**src/rtl/cfa_seq_pkg.sv**
```systemverilog
// Shared definitions for the nibble-serial adder/subtractor: FSM encoding and nibble width.
package cfa_seq_pkg;

  localparam int NIBBLE_W = 4;

  typedef enum logic [1:0] {
    IDLE = 2'd0,
    RUN  = 2'd1,
    DONE = 2'd2
  } state_t;

endpackage

```
**src/rtl/cfa_seq_carryfa.sv**
```systemverilog
// 4-bit carry-lookahead adder: all internal carries computed in parallel from generate/propagate.
module carryfa (
  input  logic [3:0] A,
  input  logic [3:0] B,
  input  logic       C0,
  output logic       C4,
  output logic [3:0] F
);

  logic [3:0] g;
  logic [3:0] p;
  logic       c1;
  logic       c2;
  logic       c3;

  assign g  = A & B;
  assign p  = A ^ B;
  assign c1 = g[0] | (p[0] & C0);
  assign c2 = g[1] | (p[1] & g[0]) | (p[1] & p[0] & C0);
  assign c3 = g[2] | (p[2] & g[1]) | (p[2] & p[1] & g[0]) | (p[2] & p[1] & p[0] & C0);
  assign C4 = g[3] | (p[3] & g[2]) | (p[3] & p[2] & g[1]) | (p[3] & p[2] & p[1] & g[0])
            | (p[3] & p[2] & p[1] & p[0] & C0);
  assign F  = p ^ {c3, c2, c1, C0};

endmodule

```
**src/rtl/cfa_seq.sv**
```systemverilog
// Nibble-serial W-bit add/subtract through one 4-bit lookahead adder, NIB+1 cycles per operation.
// Define CFA_SEQ_OVF_EN to build the signed-overflow flag; otherwise OV is tied low.
import cfa_seq_pkg::*;

module cfa_seq #(
  parameter int NIB = 4
) (
  input  logic                  clk,
  input  logic                  rst_n,
  input  logic                  start,
  input  logic                  SUB,
  input  logic [NIBBLE_W*NIB-1:0] A,
  input  logic [NIBBLE_W*NIB-1:0] B,
  output logic                  busy,
  output logic                  done,
  output logic [NIBBLE_W*NIB-1:0] F,
  output logic                  CO,
  output logic                  OV
);

  localparam int         W    = NIBBLE_W * NIB;
  localparam logic [2:0] LAST = 3'(NIB - 1);

  state_t                state;
  logic [2:0]            idx;
  logic                  carry;
  logic [W-1:0]          a_r;
  logic [W-1:0]          b_r;
  logic [NIBBLE_W-1:0]   a_nib;
  logic [NIBBLE_W-1:0]   b_nib;
  logic [NIBBLE_W-1:0]   sum;
  logic                  c_out;

  assign a_nib = a_r[NIBBLE_W*idx +: NIBBLE_W];
  assign b_nib = b_r[NIBBLE_W*idx +: NIBBLE_W];

  carryfa u_add (
    .A  (a_nib),
    .B  (b_nib),
    .C0 (carry),
    .C4 (c_out),
    .F  (sum)
  );

  // B is stored already inverted for subtraction; the +1 comes from the carry preload.
  always_ff @(posedge clk) begin
    if (state == IDLE && start) begin
      a_r <= A;
      b_r <= SUB ? ~B : B;
    end
  end

`ifdef CFA_SEQ_OVF_EN
  logic ov_r;
  assign OV = ov_r;
`else
  assign OV = 1'b0;
`endif

  always_ff @(posedge clk or negedge rst_n) begin
    if (!rst_n) begin
      state <= IDLE;
      idx   <= 3'd0;
      carry <= 1'b0;
      F     <= '0;
      CO    <= 1'b0;
      busy  <= 1'b0;
      done  <= 1'b0;
`ifdef CFA_SEQ_OVF_EN
      ov_r  <= 1'b0;
`endif
    end else begin
      case (state)
        IDLE: begin
          done <= 1'b0;
          if (start) begin
            state <= RUN;
            busy  <= 1'b1;
            idx   <= 3'd0;
            carry <= SUB;
          end
        end
        RUN: begin
          F[NIBBLE_W*idx +: NIBBLE_W] <= sum;
          carry <= c_out;
          idx   <= idx + 3'd1;
          if (idx == LAST) begin
            state <= DONE;
            done  <= 1'b1;
            CO    <= c_out;
`ifdef CFA_SEQ_OVF_EN
            ov_r  <= (a_r[W-1] == b_r[W-1]) && (sum[NIBBLE_W-1] != a_r[W-1]);
`endif
          end
        end
        DONE: begin
          state <= IDLE;
          busy  <= 1'b0;
          done  <= 1'b0;
        end
        default: begin
          state <= IDLE;
          busy  <= 1'b0;
          done  <= 1'b0;
        end
      endcase
    end
  end

endmodule

```
**config.mk**
```make
export PLATFORM = sky130hd
export DESIGN_NAME = cfa_seq
export DESIGN_NICKNAME = d
export VERILOG_FILES = /design/src/rtl/cfa_seq_pkg.sv /design/src/rtl/cfa_seq_carryfa.sv /design/src/rtl/cfa_seq.sv
export SDC_FILE = /design/constraint.sdc
export NUM_CORES = 1
export LEC_CHECK = 0
export CORE_UTILIZATION = 30
export CTS_CLUSTER_DIAMETER = 40
export DETAILED_ROUTE_END_ITERATION = 6
export HOLD_SLACK_MARGIN = 0.02
export PLACE_DENSITY = 0.55
export SETUP_SLACK_MARGIN = 0.5
export SKIP_LAST_GASP = 1
export SYNTH_ARGS = -nofsm -noshare
export SYNTH_HDL_FRONTEND = slang
export SYNTH_HIERARCHICAL = 1
export SYNTH_SLANG_ARGS = --single-unit
```
**constraint.sdc**
```tcl
create_clock -name clk -period 6.65 [get_ports clk]
set_input_delay 0.9975 -clock clk [delete_from_list [all_inputs] [get_ports clk]]
set_output_delay 0.9975 -clock clk [all_outputs]
set_load 0.005 [all_outputs]
```
==> results, run 1 <==
- The post-route setup TNS is 0 ps.
- The first global-routing pass estimated 7590 µm of wire.
- The run finished with clean final reports.
- The wire length on met1 is 2020 µm.
- The average wire length per cell after detail routing is 13.2 µm.
- The mean post-synth cell area is 15.8 µm².
- In the synthesized netlist the async set-or-reset flop fraction comes to 0.439.
- The clock-pin slew reported for the worst setup and hold paths after clock tree synthesis is 60 ps.
- The internal power of the cells totals 1.04 mW.
- The post-cts hold buffer count is 0.
- The clock network latency to the later pin of the worst-skew pair is 330 ps.
- Of the total power, the clock network draws 0.193.
- Data on the critical path arrives at its endpoint at 3090 ps.
- The share of total power dissipated in combinational logic is 0.425.
- Buffers added to address setup during post-CTS repair amount to 0.
- Yosys attributes the largest share of cell area to sky130_fd_sc_hd__edfxtp_1 (37%), sky130_fd_sc_hd__dfrtp_1 (24%), sky130_fd_sc_hd__xor2_1 (5.7%).
- The areal power density over the cells is 445 nW/µm².
- The initial utilization of the core area, before any placement, comes to 0.314.
- The iteration count of the initial detailed-routing pass is 4.
- The sink count of the clock tree is 57.
- The number of synthesis warnings is 6.
- Leaving out fill and tap cells, the most frequent cell in the layout is sky130_fd_sc_hd__clkdlybuf4s50_1.
- The met2 layer wire length in the routed design is 2030 µm.
- The critical path is of the flip-flop to flip-flop type.
- The share of total power in sequential cells is 0.383.
- In this run, the number of DRC markers left after iteration 0 of detailed routing was 69.
- Synthesis inferred 57 register bits.
- The top flip-flop cell by instance count after synthesis is sky130_fd_sc_hd__edfxtp_1.
- The classification of the worst-slack hold path is flip-flop to flip-flop.
- The number of global-route vias before repair is 1,531.
- The switching power is 487 µW.
- The clock tree skew after final layout is 7.66 ps.
- Summed over all layers, the global routing overflow is 0.
- The antenna violation net count after detailed routing is 0.
- The weighted congestion reported at the end of routability-driven placement is 0.681.
- The startpoint kind of the worst setup timing path is a flip-flop.
- Counting the fill cells in the layout gives 778.
- The share of post-route cells with drive strength above 1 is 0.173.
- The initial antenna violation count is 0.
- The total of max-cap violations is 0.
- The total of cells resized after clock tree synthesis is 0.
- The library cells used most frequently in the layout, excluding fill and tap cells, are sky130_fd_sc_hd__clkdlybuf4s50_1 (54), sky130_fd_sc_hd__edfxtp_1 (32), sky130_fd_sc_hd__dfrtp_1 (25).
- The via count is 1,453.
- The number of placed cells counting well taps is 320.
- The uppermost signal routing layer after detailed routing is met4.
- The count of non-filler cells in the finished layout is 336.
- The pre-CTS worst setup slack is 3730 ps.
- Dividing the detail-routed via count by the number of cells gives 4.32.
- The die width is 95.5 µm.
- At the worst endpoint, the required time is 6860 ps.
- The total CTS buffers is 9.
- Along the worst path, the maximum fanout reaches 15.
- The multi-input gate area in the final layout is 961 µm².
- After floorplanning, the core was divided into 33 placement rows.
- The final critical delay including setup and external delays is 2880 ps.
- Overall power consumption after layout is estimated at 1.53 mW.
- The H-tree generated during clock tree synthesis spans 3 levels.
- The number of I/O port buffers is 54.
- The worst setup path is captured at a flip-flop.
- In the detailed route, the total length drawn on met3 is 267 µm.
- Setup repair after global routing left no endpoint under its margin.
- The final net count is 271.
- The core region is 8340 µm².
- After layout, the worst setup slack is 3770 ps.
- When the netlist entered floorplanning its net count stood at 211.
- Of the total power, the share spent switching nets is 0.318.
- The signed area change from the synthesized netlist to the final layout is 31.1%.
- The number of flops mapped to enable cells by yosys is 32.
- Summed over all nets, the half-perimeter wirelength after detailed placement is 3340 µm.
- In this run the static leakage power is 1.35 nW.
- The worst pin sits at a relative slew slack of 0.252.
- The biggest area contributor in the post-synthesis netlist is sky130_fd_sc_hd__edfxtp_1.
- The utilization of the core after routing is 0.412.
- The maximum frequency from static timing analysis is 347 MHz.
- After detailed routing, the number of remaining DRC violations is 0.
- The number of buffers on the longest clock path is 2.
- The CTS tree is built.
- The register area is 1590 µm².
- The transition time of the tightest slew-check pin is 1120 ps.
- Setup violations remaining at the end of the flow were counted as 0.
- The final max-slew violation count is 0.
- The die covers 9110 µm².
- The count of pins on the block boundary is 56.
- The root buffer selected by CTS is sky130_fd_sc_hd__clkbuf_8.
- The peak ir drop on the vdd network is 117 µV.
- The count of inserted antenna diode cells is 0.
- The post-synthesis sequential area ratio is 0.606.
- Wires add up to 4430 µm.
- The number of instances in the synthesized netlist is 166.
- In this run the cell area of the synthesized design comes to 2620 µm².
- The hold violation total from the final report is 0.
- The height of the die is 95.5 µm.
- Entering global routing, the biggest net connects 33 pins.
- The top cell type's share of synthesized area is 0.367.
- The aggregate global-route resource usage is 0.117.
- Dividing the final minimum period by the clock period gives 0.433.
- The number of distinct library cell variants in the gate-level netlist after synthesis is 33.
==> state kept, by name (all words and copies together), names as in the netlist <==
signal	flops
CO	1
F	16
a_r	16
b_r	16
busy	1
carry	1
done	1
idx	3
state	2
==> cells in the mapped netlist, types with 4 or more instances <==
library cell               count
sky130_fd_sc_hd__edfxtp_1     32
sky130_fd_sc_hd__dfrtp_1      25
sky130_fd_sc_hd__xor2_1       17
sky130_fd_sc_hd__mux2_2       12
sky130_fd_sc_hd__and2_1        9
sky130_fd_sc_hd__ha_1          8
sky130_fd_sc_hd__inv_1         8
sky130_fd_sc_hd__mux4_2        6
sky130_fd_sc_hd__a21o_1        4
sky130_fd_sc_hd__a21oi_1       4
sky130_fd_sc_hd__mux2_4        4
sky130_fd_sc_hd__nand2_1       4
==> power groups by stage <==
stage               combinational, mW  clock, mW  sequential, mW
finish                          0.650      0.295           0.586
global route                    0.731      0.322           0.605
CTS                             0.662      0.307           0.590
detailed placement              0.661          0           0.597
global placement                0.654          0           0.595
floorplan                       0.451          0           0.561
==> path summary, 6_finish.rpt <==
check	from	end	slack [ps]	cells after the start
setup / recovery	idx[0]	F[3]	3770	7
hold / removal	F[12]	F[12]	500	1
setup reg to reg	idx[0]	F[3]	3770	7
hold reg to reg	F[12]	F[12]	500	1
max in group asynchronous	rst_n	F[11]	4700	1
min in group asynchronous	rst_n	F[5]	1270	1
==> metal layers <==
metal / up-vias / GRT usage
li1: 717 / -
met1: 673 / 0.144
met2: 53 / 0.177
met3: 10 / 0.0359
met4: 0 / 0.0746
met5: - / 0
==> per-stage QoR <==
stage	hold slack [ps]	cell area [µm²]
floorplan	472	2620
global placement	480	3260
detailed placement	484	3260
CTS	497	3440
global route	504	3440
finish	496	3440
==> cells by family (layout without fill, tap and decap cells) <==
logic type,count (synthesis),count (layout),synth area share
simple gates,27,27,0.0688
other cells,1,1,0.00143
flops,57,57,0.606
mux,24,24,0.146
buf+inv,14,79,0.0287
compound gates,15,15,0.0401
fa+ha+maj,9,9,0.0458
xor+xnor,19,19,0.0635
==> final cells by class <==
cell class                 count  share of cell area
sequential                    57               0.462
multi-input combinational     95               0.280
timing repair buffer          55               0.160
clock buffer                  12              0.0393
tap                          105              0.0382
clock inverter                 4              0.0127
inverter                       8             0.00874
==> worst max-delay path: stages, from the launching register on <==
cell,delay (ps)
sky130_fd_sc_hd__dfrtp_1,780
sky130_fd_sc_hd__mux4_1,640
sky130_fd_sc_hd__and2_1,190
sky130_fd_sc_hd__ha_1,260
sky130_fd_sc_hd__a21o_1,190
sky130_fd_sc_hd__a31o_1,240
sky130_fd_sc_hd__xor2_1,180
sky130_fd_sc_hd__mux2_2,280
No activity file was read; power rests on OpenSTA's default activity.
==> run 2, diff against run 1 <==
==> constraint.sdc (replaced) <==
create_clock -name clk -period 2.7 [get_ports clk]
set_input_delay 0.405 -clock clk [delete_from_list [all_inputs] [get_ports clk]]
set_output_delay 0.405 -clock clk [all_outputs]
set_load 0.005 [all_outputs]
==> run 2 against run 1 <==
  * Final cell count grew 4.2%
  * Critical path depth is 1 higher
  * Sequential power increased by 140%
  * Wire length increased by 5.3%
  * Critical path type unchanged
  * Largest cell class unchanged
==> results, run 2 (synthesized netlist as in run 1, its figures left out) <==
- Run status: completed (unchanged).
- The final max-slew violation count came to 0 (unchanged).
- The sink count of the clock tree came to 57 (unchanged).
- The number of buffers on the longest clock path is 2 (unchanged).
- The leakage power summed over all cells is 1.46 nW (was 1.35 nW).
- The switching power is 1.40 mW (was 487 µW).
- The area of the die is 9110 µm² (unchanged).
- The height of the die was 95.5 µm (unchanged).
- The clock-pin slew reported for the worst setup and hold paths after clock tree synthesis is 70 ps (was 60 ps).
- The iteration count of the initial detailed-routing pass was 4 (unchanged).
- The final setup violation count is 0 (unchanged).
- The number of placement rows is 33 (unchanged).
- The detailed-placement wirelength estimate is 3290 µm (was 3340 µm).
- The number of global-route vias before repair is 1,511 (was 1,531).
- The classification of the worst-slack hold path is input pin to async pin (was flip-flop to flip-flop).
- The die width is 95.5 µm (unchanged).
- The number of placed cells counting well taps is 323 (was 320).
- The utilization of the core after routing was 0.444 (was 0.412).
- The mean number of vias per cell is 4.37 (was 4.32).
- The average wire length per cell after detail routing is 13.3 µm (was 13.2 µm).
- The worst hold slack is 442 ps (was 496 ps).
- The standard cell core area came to 8340 µm² (unchanged).
- The peak ir drop on the vdd network is 431 µV (was 117 µV).
- The clock network latency to the later pin of the worst-skew pair came to 330 ps (about the same).
- The detailed router's first-iteration violation count is 66 (was 69).
- The hold violation total from the final report is 0 (unchanged).
- The maximum frequency from static timing analysis is 410 MHz (was 347 MHz).
- The number of fillers in the final layout was 768 (was 778).
- Setup repair after global routing missed its margin: yes (was no).
- The aggregate global-route resource usage is 0.116 (was 0.117).
- The post-route setup TNS was 0 ps (unchanged).
- The via count is 1,530 (was 1,453).
- The global-route congestion overflow total is 0 (unchanged).
- The count of non-filler cells in the finished layout is 350 (was 336).
- The share of post-route cells with drive strength above 1 is 0.294 (was 0.173).
- The share of power burned in combinational logic is 0.506 (was 0.425).
- The signed area change from the synthesized netlist to the final layout is 41.4% (was 31.1%).
- Leading cell types in the layout, fill and taps excluded: sky130_fd_sc_hd__clkdlybuf4s50_1 (54), sky130_fd_sc_hd__edfxtp_1 (32), sky130_fd_sc_hd__dfrtp_1 (23) (was sky130_fd_sc_hd__clkdlybuf4s50_1 (54), sky130_fd_sc_hd__edfxtp_1 (32), sky130_fd_sc_hd__dfrtp_1 (25)).
- The total of max-cap violations was 0 (unchanged).
- The antenna violation net count after detailed routing is 0 (unchanged).
- The areal power density over the cells is 1180 nW/µm² (was 445 nW/µm²).
- The count of pins on the block boundary is 56 (unchanged).
- The total CTS buffers is 9 (unchanged).
- The root buffer selected by CTS is sky130_fd_sc_hd__clkbuf_8 (unchanged).
- The initial antenna violation count came to 0 (unchanged).
- The largest net degree at the start of global routing is 33 (unchanged).
- The share of power burned in the clock network was 0.168 (was 0.193).
- The count of inserted antenna diode cells is 0 (unchanged).
- The share of total power in sequential cells is 0.327 (was 0.383).
- The wire length of the first global-routing pass is 7450 µm (was 7590 µm).
- The pre-CTS worst setup slack is 120 ps (was 3730 ps).
- The CTS tree is built (unchanged).
- The weighted congestion reported at the end of routability-driven placement came to 0.710 (was 0.681).
- The ratio of final minimum period to clock period was 0.903 (was 0.433).
- The clock tree skew after final layout is 10.3 ps (was 7.66 ps).
- The final critical delay including setup and external delays is 2440 ps (was 2880 ps).
- The required time of the critical path is 2920 ps (was 6860 ps).
- The number of I/O port buffers is 54 (unchanged).
- The final net count was 285 (was 271).
- The endpoint class of the critical path was a flip-flop (unchanged).
- The arrival time at the worst endpoint is 2660 ps (was 3090 ps).
- The post-detailed-route DRC marker count is 0 (unchanged).
- The internal power of the cells is 2.95 mW (was 1.04 mW).
- The routed wire length is 4670 µm (was 4430 µm).
- The initial core utilization is 0.314 (unchanged).
- The slack of the critical path is 263 ps (was 3770 ps).
- The type of the worst setup path is flip-flop to flip-flop (unchanged).
- The level count of the clock H-tree is 3 (unchanged).
- The maximum fanout along the worst path was 4 (was 15).
- The startpoint kind of the worst setup timing path is a flip-flop (unchanged).
- The switching share of power is 0.321 (was 0.318).
- The most frequent standard cell in the layout excluding fill and tap cells is sky130_fd_sc_hd__clkdlybuf4s50_1 (unchanged).
- Top flop regs: F (16), a_r (16), b_r (16) (unchanged).
[run 2: power groups by stage]
stage / sequential (mW) / combinational, mW / clock [mW]
2_1_floorplan: 1.38 / 1.22 / 0
3_3_place_gp: 1.46 / 1.74 / 0
3_5_place_dp: 1.46 / 1.75 / 0
4_1_cts: 1.43 / 1.87 / 0.754
5_1_grt: 1.46 / 2.41 / 0.791
6_report: 1.42 / 2.20 / 0.730
[run 2: worst paths after layout]
check,cells after the start,slack (ps),to,startpoint
min,2,440,F[11],rst_n
max,8,260,F[11],idx[0]
min in group clk,2,500,done,done
min reg2reg,2,500,done,done
max reg2reg,8,260,F[11],idx[0]
max in group asynchronous,2,1990,idx[0],rst_n
[run 2: area by class of cell]
| cell class | count | area [µm²] | area share |
|---|---|---|---|
| inverter | 8 | 32.5 | 0.00878 |
| multi-input combinational | 95 | 1090 | 0.295 |
| tap | 105 | 131 | 0.0355 |
| clock inverter | 5 | 46.3 | 0.0125 |
| sequential | 57 | 1590 | 0.429 |
| timing repair buffer | 69 | 682 | 0.184 |
| clock buffer | 11 | 131 | 0.0355 |
[run 2: through the flow]
step	instance area, µm²	total power, mW
floorplan	2670	2.60
global placement	3320	3.20
detailed placement	3320	3.21
CTS	3570	4.05
global route	3700	4.66
finish	3700	4.35
[run 2: critical path, cell delays in order (launching register included)]
cell,delay [ps]
sky130_fd_sc_hd__dfrtp_2,450
sky130_fd_sc_hd__buf_12,130
sky130_fd_sc_hd__mux4_2,490
sky130_fd_sc_hd__and2_4,190
sky130_fd_sc_hd__ha_4,200
sky130_fd_sc_hd__a21o_1,170
sky130_fd_sc_hd__a31o_1,250
sky130_fd_sc_hd__xor2_2,180
sky130_fd_sc_hd__mux2_4,270
[run 2: repair_timing]
item	CTS	global route
setup endpoints to repair	18	18
buffers inserted	5	6
pin swaps	3	6
gates resized for setup	2	16
hold buffers	0	0
cloned	0	0
[run 2: routing by layer]
layer | GRT usage | part of all wire
met4 | 0.0634 | 0.032
met5 | 0 | 0
met2 | 0.173 | 0.45
met1 | 0.142 | 0.46
met3 | 0.0463 | 0.059
